[src/rtl/pipe_stage_buffer.sv]
`default_nettype none
// ============================================================================
//  Module      : pipe_stage_buffer
//  Description : Parametrised pipeline stage register with valid/ready
//                handshake, synchronous flush and optional 2-entry skid
//                buffer (registered in_ready) between pipeline stages.
//  Revision    : 1.0 - initial release
// ============================================================================
module pipe_stage_buffer #(
  parameter int               WIDTH   = 32,
  parameter int               SKID    = 1,
  parameter logic [WIDTH-1:0] RST_VAL = '0
) (
  input  logic             clk,
  input  logic             rst,
  input  logic             flush,
  input  logic             in_valid,
  output logic             in_ready,
  input  logic [WIDTH-1:0] in_data,
  output logic             out_valid,
  input  logic             out_ready,
  output logic [WIDTH-1:0] out_data,
  output logic [1:0]       count
);

  generate
    if (SKID != 0) begin : g_skid
      // State encoding doubles as the entry count.
      typedef enum logic [1:0] {
        ST_EMPTY = 2'd0,
        ST_ONE   = 2'd1,
        ST_FULL  = 2'd2
      } state_t;

      state_t           r_state;
      state_t           w_state_nxt;
      logic [WIDTH-1:0] r_main;
      logic [WIDTH-1:0] r_skid;
      logic             r_in_ready;
      logic             w_push;
      logic             w_pop;
      logic             w_load_main_in;
      logic             w_load_main_skid;
      logic             w_load_skid;

      assign w_push = in_valid & r_in_ready;
      assign w_pop  = (r_state != ST_EMPTY) & out_ready;

      // Next-state and register-load decode; flush overrides any transfer.
      always_comb begin
        w_state_nxt      = r_state;
        w_load_main_in   = 1'b0;
        w_load_main_skid = 1'b0;
        w_load_skid      = 1'b0;
        if (flush) begin
          w_state_nxt = ST_EMPTY;
        end else begin
          case (r_state)
            ST_EMPTY: begin
              if (w_push) begin
                w_state_nxt    = ST_ONE;
                w_load_main_in = 1'b1;
              end
            end
            ST_ONE: begin
              if (w_push && !w_pop) begin
                w_state_nxt = ST_FULL;
                w_load_skid = 1'b1;
              end else if (w_pop && !w_push) begin
                w_state_nxt = ST_EMPTY;
              end else if (w_push && w_pop) begin
                w_load_main_in = 1'b1;
              end
            end
            ST_FULL: begin
              // in_ready is low here, so only a pop can happen.
              if (w_pop) begin
                w_state_nxt      = ST_ONE;
                w_load_main_skid = 1'b1;
              end
            end
            default: w_state_nxt = ST_EMPTY;
          endcase
        end
      end

      // State register; in_ready is precomputed from the next state so it
      // never depends combinationally on out_ready.
      always_ff @(posedge clk or negedge rst) begin
        if (!rst) begin
          r_state    <= ST_EMPTY;
          r_in_ready <= 1'b1;
        end else begin
          r_state    <= w_state_nxt;
          r_in_ready <= (w_state_nxt != ST_FULL);
        end
      end

      // Payload registers: main feeds out_data, skid holds the overflow word.
      always_ff @(posedge clk or negedge rst) begin
        if (!rst) begin
          r_main <= RST_VAL;
          r_skid <= RST_VAL;
        end else if (flush) begin
          r_main <= RST_VAL;
          r_skid <= RST_VAL;
        end else begin
          if (w_load_main_in) begin
            r_main <= in_data;
          end else if (w_load_main_skid) begin
            r_main <= r_skid;
          end
          if (w_load_skid) begin
            r_skid <= in_data;
          end
        end
      end

      assign in_ready  = r_in_ready;
      assign out_valid = (r_state != ST_EMPTY);
      assign out_data  = r_main;
      assign count     = r_state;
    end else begin : g_single
      logic             r_valid;
      logic [WIDTH-1:0] r_data;
      logic             w_in_ready;
      logic             w_push;
      logic             w_pop;

      assign w_in_ready = ~r_valid | out_ready;
      assign w_push     = in_valid & w_in_ready;
      assign w_pop      = r_valid & out_ready;

      // Single register: push (with or without pop) replaces the entry,
      // pop alone drops valid but keeps the last payload visible.
      always_ff @(posedge clk or negedge rst) begin
        if (!rst) begin
          r_valid <= 1'b0;
          r_data  <= RST_VAL;
        end else if (flush) begin
          r_valid <= 1'b0;
          r_data  <= RST_VAL;
        end else if (w_push) begin
          r_valid <= 1'b1;
          r_data  <= in_data;
        end else if (w_pop) begin
          r_valid <= 1'b0;
        end
      end

      assign in_ready  = w_in_ready;
      assign out_valid = r_valid;
      assign out_data  = r_data;
      assign count     = {1'b0, r_valid};
    end
  endgenerate

endmodule
`default_nettype wire

[config.mk]
export PLATFORM = sky130hd
export DESIGN_NAME = pipe_stage_buffer
export DESIGN_NICKNAME = d
export VERILOG_FILES = /design/src/rtl/pipe_stage_buffer.sv
export SDC_FILE = /design/constraint.sdc
export NUM_CORES = 1
export LEC_CHECK = 0
export CAP_MARGIN = 30
export CORE_MARGIN = 5
export CORE_UTILIZATION = 43
export CTS_CLUSTER_SIZE = 16
export DETAILED_ROUTE_END_ITERATION = 12
export GPL_ROUTABILITY_DRIVEN = 0
export GPL_TIMING_DRIVEN = 0
export PLACE_DENSITY = 0.75
export SETUP_SLACK_MARGIN = 0.05
export SYNTH_ARGS = -nofsm -noshare
export SYNTH_HDL_FRONTEND = slang
export SYNTH_SLANG_ARGS = --single-unit
[constraint.sdc]
create_clock -name clk -period 1.75 [get_ports clk]
set_clock_uncertainty 0.15 [all_clocks]
set_input_delay 0.2625 -clock clk [delete_from_list [all_inputs] [get_ports clk]]
set_output_delay 0.2625 -clock clk [all_outputs]
set_load 0.05 [all_outputs]
---- Yosys cells after proc, flatten, opt, wreduce, memory -nomap -nowiden ----
Index checks and enable logic that the tools add are counted.
storage, ports and cells
  output and inout port bits .............. 36
  word-level logic and storage cells ...... 41
  bits in registers ....................... 67
  input bits .............................. 37
cells by class
  reduce and logical (&&, ||, !) cells .... 9
  equal/unequal tests ..................... 3
  mux-type cells .......................... 23
  bitwise gates (word level) .............. 2
operators with widths
  cell                                                             count
  32-bit two-way mux                                               5
  1-bit two-way mux                                                11
  2-bit two-way mux                                                5
  2-bit one-hot mux with 3 select lines                            1
  2-bit nonzero test                                               2
  1-bit logical AND                                                3
  3-bit nonzero test                                               1
  1-bit AND                                                        2
  2-bit by 1-bit == test with 1-bit output, second input constant  1
  2-bit == test, second input constant                             1
  1-bit logical NOT                                                2
  2-bit logical NOT                                                1
  2-bit != test, second input constant                             1
  1-bit one-hot mux with 2 select lines                            1

---- Longest topological paths before layout ----
Gate-level depths: netlist (run 1).
  depth in word-level cells ............... 10
  mapped depth ............................ 5
  depth with buffers taken out ............ 4

---- Least setup slack after synthesis (run 1) ----
OpenSTA, ideal clock, no wires.
  path kind ............................... reg-to-reg
  from .................................... register g_skid.r_in_ready, in the netlist in_ready
  to ...................................... register g_skid.r_main[10], in the netlist out_data[10]
  data required time ...................... 1,520 ps
  buffers on the path ..................... 1
  arrival time ............................ 1,687 ps
  slack ................................... -167 ps
  period minus slack after synthesis ...... 1,917 ps
  setup time .............................. 80 ps
  cell stages (with the launch flop) ...... 6
  cells stage by stage .................... dfstp_2 > nand2_1 > nor4_2 > clkbuf_1 > nand2_1 > a2bb2oi_1
on the way
  cells in the longest elaborated chain, start to end .. 9
  elaborated cells on any way between the ends .. 14
  those cells by class .................... mux (8); bitwise (1); reduce/logical (5)
RTL lines
  element                                                 RTL line  RTL
  start: declaration                                      39        logic r_in_ready;
  start signal: assignment                                95        r_in_ready <= (w_state_nxt != ST_FULL);
  1-bit AND (*)                                           46        assign w_push = in_valid & r_in_ready;
  1-bit logical AND or 1-bit logical NOT (tied branches)  71, 69
  1-bit two-way mux or 1-bit logical AND (tied branches)  71, 69
  1-bit two-way mux                                       69        end else if (w_pop && !w_push) begin
  1-bit two-way mux                                       66        if (w_push && !w_pop) begin
  1-bit one-hot mux with 2 select lines (*)               58        case (r_state)
  1-bit two-way mux (*)                                   55        if (flush) begin
  32-bit two-way mux                                      108       if (w_load_main_in) begin
  32-bit two-way mux                                      104       end else if (flush) begin
  end signal: assignment                                  109       r_main <= in_data;
  end signal: assignment                                  111       r_main <= r_skid;
  end: declaration                                        37        logic [WIDTH-1:0] r_main;
Every way passes the cells marked *; elsewhere a longest branch is shown, timed or not.
A chain may end at the register's enable or synchronous reset.

---- Final worst setup path (run 1) ----
  from .................................... register g_skid.r_state[1], in the netlist count[1]
  to ...................................... register g_skid.r_main[31], in the netlist out_data[31]
on the way
  cells in the longest elaborated chain, start to end .. 10
  elaborated cells on any way between the ends .. 20
  those cells by class .................... eq/ne (2); mux (10); bitwise (1); reduce/logical (7)
RTL lines
  element                                RTL line  RTL
  start: declaration                     35        state_t r_state;
  start signal: assignment               94        r_state <= w_state_nxt;
  2-bit nonzero test                     47        assign w_pop = (r_state != ST_EMPTY) & out_ready;
  1-bit AND                              47
  1-bit logical AND                      71        end else if (w_push && w_pop) begin
  1-bit two-way mux                      71
  1-bit two-way mux                      69
  1-bit two-way mux                      66
  1-bit one-hot mux with 2 select lines  58
  1-bit two-way mux                      55
  32-bit two-way mux                     108
  32-bit two-way mux                     104
Parallel ways exist; a longest one is shown, timed or not.

==> impl_metrics.json, run 1 <==
{
  "start_kind": "flop",
  "drt-total-wl_um": 7780,
  "powerDensity_mw_per_mm2": 950,
  "regArea_mm2": 0.00168,
  "worstPathRequired_ns": 1.87,
  "cp.depth": 7,
  "synth.largest_area_cell": "dfrtp_1",
  "synth_top_area_share_pct": 60.7,
  "vias": 2330,
  "htreeDepth": 3,
  "clockBufferDepth": 2,
  "post_drt_wl_per_cell_um": 19.0,
  "path_cells": "buf_6, buf_12, nor4_4, buf_6, clkbuf_16, nand2_1, a2bb2oi_2",
  "final.period_utilization_pct": 102,
  "critPathTopFamily": "buffers and inverters",
  "drive_above_1_share_pct": 34.2,
  "ir_worst_vdd_v": 0.000520,
  "nNetsFinal": 365,
  "holdPathStages": 1,
  "syn-instance-count": 230,
  "clock-sinks": 67,
  "setup_viol": 26,
  "multi_input_area_mm2": 0.00130,
  "area_growth_pct": 60.9,
  "netlist_top_cells_area": "dfrtp_1 61%, a22o_1 10%, a2bb2oi_1 10%",
  "drv_cap": 0,
  "viasPerCell": 5.68,
  "clk_pin_slew_ns": 0.07,
  "crit_path_max_incr_delay_ns": 0.49,
  "crit_fanout": 5,
  "avgSynthCellArea_um2": 11.8,
  "hold_viol": 0,
  "num_io_pins": 73,
  "cp_slowest_cell": "dfrtp_4",
  "drtIter0Drc": 110,
  "violations": "negative setup slack",
  "power.leakage_nw": 2.02,
  "layout_setup_ws_ns": -0.0435,
  "core_mm2": 0.00624,
  "critPathArrivalTime_ns": 1.91,
  "ys.warnings.count": 0,
  "antennaDiodeCount": 0,
  "end_kind": "flop",
  "drt_pass1_iterations": 4,
  "yosysSeqAreaShare_pct": 61.7,
  "root_buffer": "clkbuf_8",
  "drv_slew": 0,
  "ant_nets": 0,
  "tightestPinTransition_ns": 0.837,
  "grt_setup_unrepaired": "true",
  "hold_class": "reg -> reg",
  "fin_crit_ns": 1.79,
  "synth_area_mm2": 0.00272,
  "drc_errors": 0,
  "numPortBuffers": 72,
  "dieWidth_um": 89.5,
  "first_global_vias": 2282,
  "path_buf_inv": 4,
  "reg2regPathDepth": 7,
  "die_area_mm2": 0.00802,
  "ys_types": 22,
  "start_util_pct": 43.6,
  "clk_latency_ns": 0.34,
  "status": "complete, but fails checks",
  "die_h_um": 89.5,
  "antenna_found_initial": 0,
  "fin_tns_setup_ns": -0.587,
  "crit_path_frequent_cell": "buf_6",
  "fmax_mhz": 558,
  "syn-num-nets": 267,
  "grt-ovfl-total": 0,
  "slew_headroom_pct": 44.2,
  "grt_start_max_net_pins": 68,
  "place_hpwl_um": 4440,
  "grt_pass1_wl_um": 11600,
  "cts-buffers-inserted": 9,
  "grtUsageTotal_pct": 19.2,
  "core.rowCount": 29,
  "dp_slack_ns": -0.387,
  "cts_tree": "done",
  "ys_seq_elements": 67,
  "finalPower_w": 0.00416,
  "crit_type": "reg -> reg",
  "n_fill_cell": 445
}
-- state kept, by name, indices dropped and copies added (netlist names) --
signal,count
in_ready,1
out_data,32
count,2
g_skid.r_skid,32
-- final timing paths --
| kind | from | end | slack (ns) |
|---|---|---|---|
| setup / recovery | count[1] | out_data[31] | -0.04 |
| hold / removal | g_skid.r_skid[12] | g_skid.r_skid[12] | 0.35 |
| setup reg to reg | count[1] | out_data[31] | -0.04 |
| hold reg to reg | g_skid.r_skid[12] | g_skid.r_skid[12] | 0.35 |
| max in group asynchronous | rst | count[1] | 0.41 |
| min in group asynchronous | rst | out_data[7] | 0.40 |
-- layer usage --
metal  wire [um]  track usage (%)  part of all wire [%]  vias up
li1            -                -                     -     1054
met1        3320             27.0                    43     1190
met2        3870             28.6                    50       77
met3         502             5.35                   6.4        9
met4          87             7.17                   1.1        0
met5           0                0                     0        -
-- synthesized netlist by cell type --
cell,number
nor4b_1,1
or2_2,1
clkbuf_1,5
dfrtp_1,66
a21oi_2,1
inv_1,1
buf_2,13
nand3b_1,1
o21ai_0,3
nor4_2,2
a21oi_1,1
nor2_1,2
o21a_1,1
nand2_1,34
and3b_1,1
nand2b_1,1
nor2b_1,1
a2bb2oi_1,32
o21ai_1,29
dfstp_2,1
xnor2_1,1
a22o_1,32
-- report_power, final --
part / internal, W / leakage [nW] / switching (W) / total, W
logic: 0.000434 / 1.03 / 0.000635 / 0.00107
clock network: 0.000770 / 0.108 / 0.000589 / 0.00136
registers: 0.00165 / 0.885 / 0.0000755 / 0.00173
total: 0.00286 / 2.02 / 0.00130 / 0.00416
-- repair_timing --
item,in CTS,in global routing
pin swaps,2,58
hold endpoints to repair,66,0
cloned,2,4
hold buffers,1,0
setup endpoints to repair,97,75
gates resized for setup,79,83
buffers inserted,7,1
-- layout make-up --
class / count / share of cell area, %
multi-input combinational: 144 / 29.6
clock buffer: 12 / 3.77
buffer: 18 / 4.26
clock inverter: 4 / 1.09
tap: 77 / 2.20
sequential: 67 / 38.5
timing repair buffer: 87 / 20.5
inverter: 1 / 0.0858
-- kinds of logic after synthesis --
family	Yosys count	synth area share (%)
AOI/OAI and AO/OA	99	27.3
and+or+nand+nor	44	7.50
DFF	67	61.7
buffers and inverters	19	3.22
xor gates and xnor gates	1	0.322
-- metrics by stage --
step | cell area, um^2 | cells | utilization (%) | hold WS (ns)
after floorplan | 2770 | 230 | - | -0.183
final | 4380 | 410 | 70.1 | 0.353
after global routing | 4380 | 410 | 70.1 | 0.352
after detailed placement | 3590 | 379 | 57.5 | 0.269
after global placement | 3590 | 379 | 57.5 | 0.327
after CTS | 4040 | 405 | 64.8 | 0.332
-- layout by cell type (no fill, tap or decap), drive strengths merged, types with 11 or more instances in the layout --
| cell | synthesis | layout |
|---|---|---|
| dfrtp | 66 | 66 |
| clkbuf | 5 | 22 |
| nand2 | 34 | 34 |
| o21ai | 32 | 32 |
| buf | 13 | 29 |
| clkdlybuf4s15 | 0 | 11 |
| a2bb2oi | 32 | 32 |
| a22o | 32 | 32 |
| dlygate4sd2 | 0 | 19 |
| clkdlybuf4s50 | 0 | 35 |
No activity file was read; power rests on OpenSTA's default activity.
==> run 2, diff against run 1 <==
--- a/config.mk
+++ b/config.mk
@@ -6,14 +6,15 @@
 export NUM_CORES = 1
 export LEC_CHECK = 0
 export CAP_MARGIN = 30
+export CELL_PAD_IN_SITES_DETAIL_PLACEMENT = 1
+export CELL_PAD_IN_SITES_GLOBAL_PLACEMENT = 1
 export CORE_MARGIN = 5
-export CORE_UTILIZATION = 43
-export CTS_CLUSTER_SIZE = 16
+export CORE_UTILIZATION = 34
+export CTS_CLUSTER_SIZE = 12
 export DETAILED_ROUTE_END_ITERATION = 12
 export GPL_ROUTABILITY_DRIVEN = 0
 export GPL_TIMING_DRIVEN = 0
-export PLACE_DENSITY = 0.75
-export SETUP_SLACK_MARGIN = 0.05
+export PLACE_DENSITY_LB_ADDON = 0.1
 export SYNTH_ARGS = -nofsm -noshare
 export SYNTH_HDL_FRONTEND = slang
 export SYNTH_SLANG_ARGS = --single-unit
==> run 2 against run 1 <==
Critical path type unchanged. Total power is 1.5% lower. Clock-buffer cell count unchanged. The run now ends clean. Via count down 3.1%. Critical path depth decreased by 1. Setup slack better by 0.062 ns. Sequential power hardly changed. Die area increased by 23%. Worst hold slack lost 0.13 ns.
==> impl_metrics.json, run 2 (synthesis gave the netlist of run 1 again) <==
{
  "status": "completed",
  "cp_slowest_cell": "dfrtp_2",
  "dp_cells": 404,
  "root_buffer": "clkbuf_8",
  "grt_use_met2_pct": 26.3,
  "instances_no_fill": 431,
  "dieWidth_um": 99.4,
  "ant_nets": 0,
  "grt_setup_unrepaired": "true",
  "hold_ws_ns": 0.219,
  "drive_above_1_share_pct": 28.6,
  "crit_path_frequent_cell": "buf_4",
  "grtUsageTotal_pct": 16.8,
  "crit_path_max_incr_delay_ns": 0.37,
  "drt_pass1_iterations": 4,
  "grt_start_max_net_pins": 68,
  "area_growth_pct": 53.7,
  "path_cells": "buf_4, and3b_2, a21oi_4, buf_4, o21ai_1, a2bb2oi_2",
  "end_kind": "flop",
  "power.leakage_nw": 1.93,
  "rrSetupSlack_ns": 0.02,
  "grt_busiest_layer": "met2",
  "post_drt_wl_per_cell_um": 19.1,
  "cts_tree": "done",
  "met3_usage_pct": 5.12,
  "antenna_found_initial": 0,
  "mostFrequentLayoutCell": "dfrtp_1",
  "powerDensity_mw_per_mm2": 979,
  "clk_latency_ns": 0.35,
  "worstPathRequired_ns": 1.87,
  "drv_cap": 0,
  "num_io_pins": 73,
  "min_to": "count[0]",
  "hold_class": "in -> reg",
  "hold_viol": 0,
  "grt-ovfl-total": 0,
  "fin_crit_ns": 1.73,
  "mostFrequentLayoutCells": "64 x dfrtp_1, 34 x clkdlybuf4s50_1, 33 x dlygate4sd2_1",
  "grt_pass1_wl_um": 12900,
  "core.rowCount": 32,
  "final_core_util_pct": 53.8,
  "holdPathStages": 2,
  "setup_viol": 0,
  "finalPower_w": 0.00409,
  "core_mm2": 0.00777,
  "vias": 2257,
  "die_area_mm2": 0.00989,
  "drv_slew": 0,
  "htreeDepth": 3,
  "numPortBuffers": 72,
  "start_util_pct": 35.0,
  "fmax_mhz": 578,
  "clk_pin_slew_ns": 0.07,
  "clock-sinks": 67,
  "reg2regPathDepth": 6,
  "critPathArrivalTime_ns": 1.85,
  "place_hpwl_um": 5050,
  "die_h_um": 99.4,
  "crit_fanout": 10,
  "regToRegEndpoint": "out_data[14]",
  "cts-buffers-inserted": 9,
  "tightestPinTransition_ns": 0.848,
  "first_global_vias": 2440,
  "clockBufferDepth": 2,
  "start_kind": "flop",
  "drc_errors": 0,
  "slew_headroom_pct": 43.5,
  "nNetsFinal": 361,
  "ir_worst_vdd_v": 0.000417,
  "hold_start": "flush",
  "final.period_utilization_pct": 98.9,
  "drtIter0Drc": 56,
  "r2r_start": "count[1]",
  "grtUsageMet1_pct": 22.4,
  "crit_type": "reg -> reg",
  "antennaDiodeCount": 0,
  "viasPerCell": 5.24,
  "drt-total-wl_um": 8250
}
[run 2: cell types whose count changed in the layout (fill, tap and decap cells not counted), moves of 3 or more]
cell	before	now
buf_2	7	2
buf_4	9	12
buf_8	6	3
clkbuf_16	5	1
clkbuf_4	0	4
clkdlybuf4s15_1	11	0
dlygate4sd2_1	19	33
nand2_1	14	26
nand2_2	5	2
nand2_4	15	6
[run 2: final cells by class]
type,instances,area [um^2]
clock inverter,4,48.8
timing repair buffer,83,771
clock buffer,12,155
inverter,1,3.75
fill,798,3590
tap,102,128
sequential,67,1680
buffer,18,175
multi-input combinational,144,1220
[run 2: how the worst max path moves through the flow]
stage | from | slack, ns | endpoint
2_1_floorplan | in_ready | -0.002 | out_data[12]
3_3_place_gp | rst | -2.45 | count[1]
3_5_place_dp | flush | -0.41 | out_data[14]
4_1_cts | count[0] | -0.17 | out_valid
5_1_grt | count[1] | -0.06 | out_data[13]
6_report | count[1] | 0.02 | out_data[14]
[run 2: per-stage QoR]
step                      setup slack, ns  area (um^2)  setup TNS (ns)
after global placement              -2.45         3600         -167.50
after global routing              -0.0571         4180          -0.851
after CTS                          -0.173         3960          -0.202
after floorplan                  -0.00185         2750         -0.0277
final                              0.0188         4180               0
after detailed placement           -0.408         3600          -22.58
[run 2: report_power, final]
group | switching (W) | internal (W)
logic | 0.000617 | 0.000405
registers | 0.0000739 | 0.00165
clock network | 0.000610 | 0.000735
total | 0.00130 | 0.00279
[run 2: metal layers]
| metal | share of wire, % | up-vias |
|---|---|---|
| li1 | - | 1037 |
| met1 | 46 | 1152 |
| met2 | 48 | 59 |
| met3 | 5.3 | 9 |
| met4 | 1.2 | 0 |
| met5 | 0 | - |
[run 2: critical path, delay by kind of cell (launching register included)]
family          cells  cell delay (ns)
compound gates      3             0.54
buf+inv             2             0.35
flops               1             0.37
simple gates        1             0.24
[run 2: timing repair]
item                                   CTS  global route
gates resized for setup                 69            56
hold buffers                             1             0
endpoints found under the hold margin   66             0
setup buffers                            8             1
pin swaps                               10             6
cloned                                   1             0
setup endpoints to repair               97            61
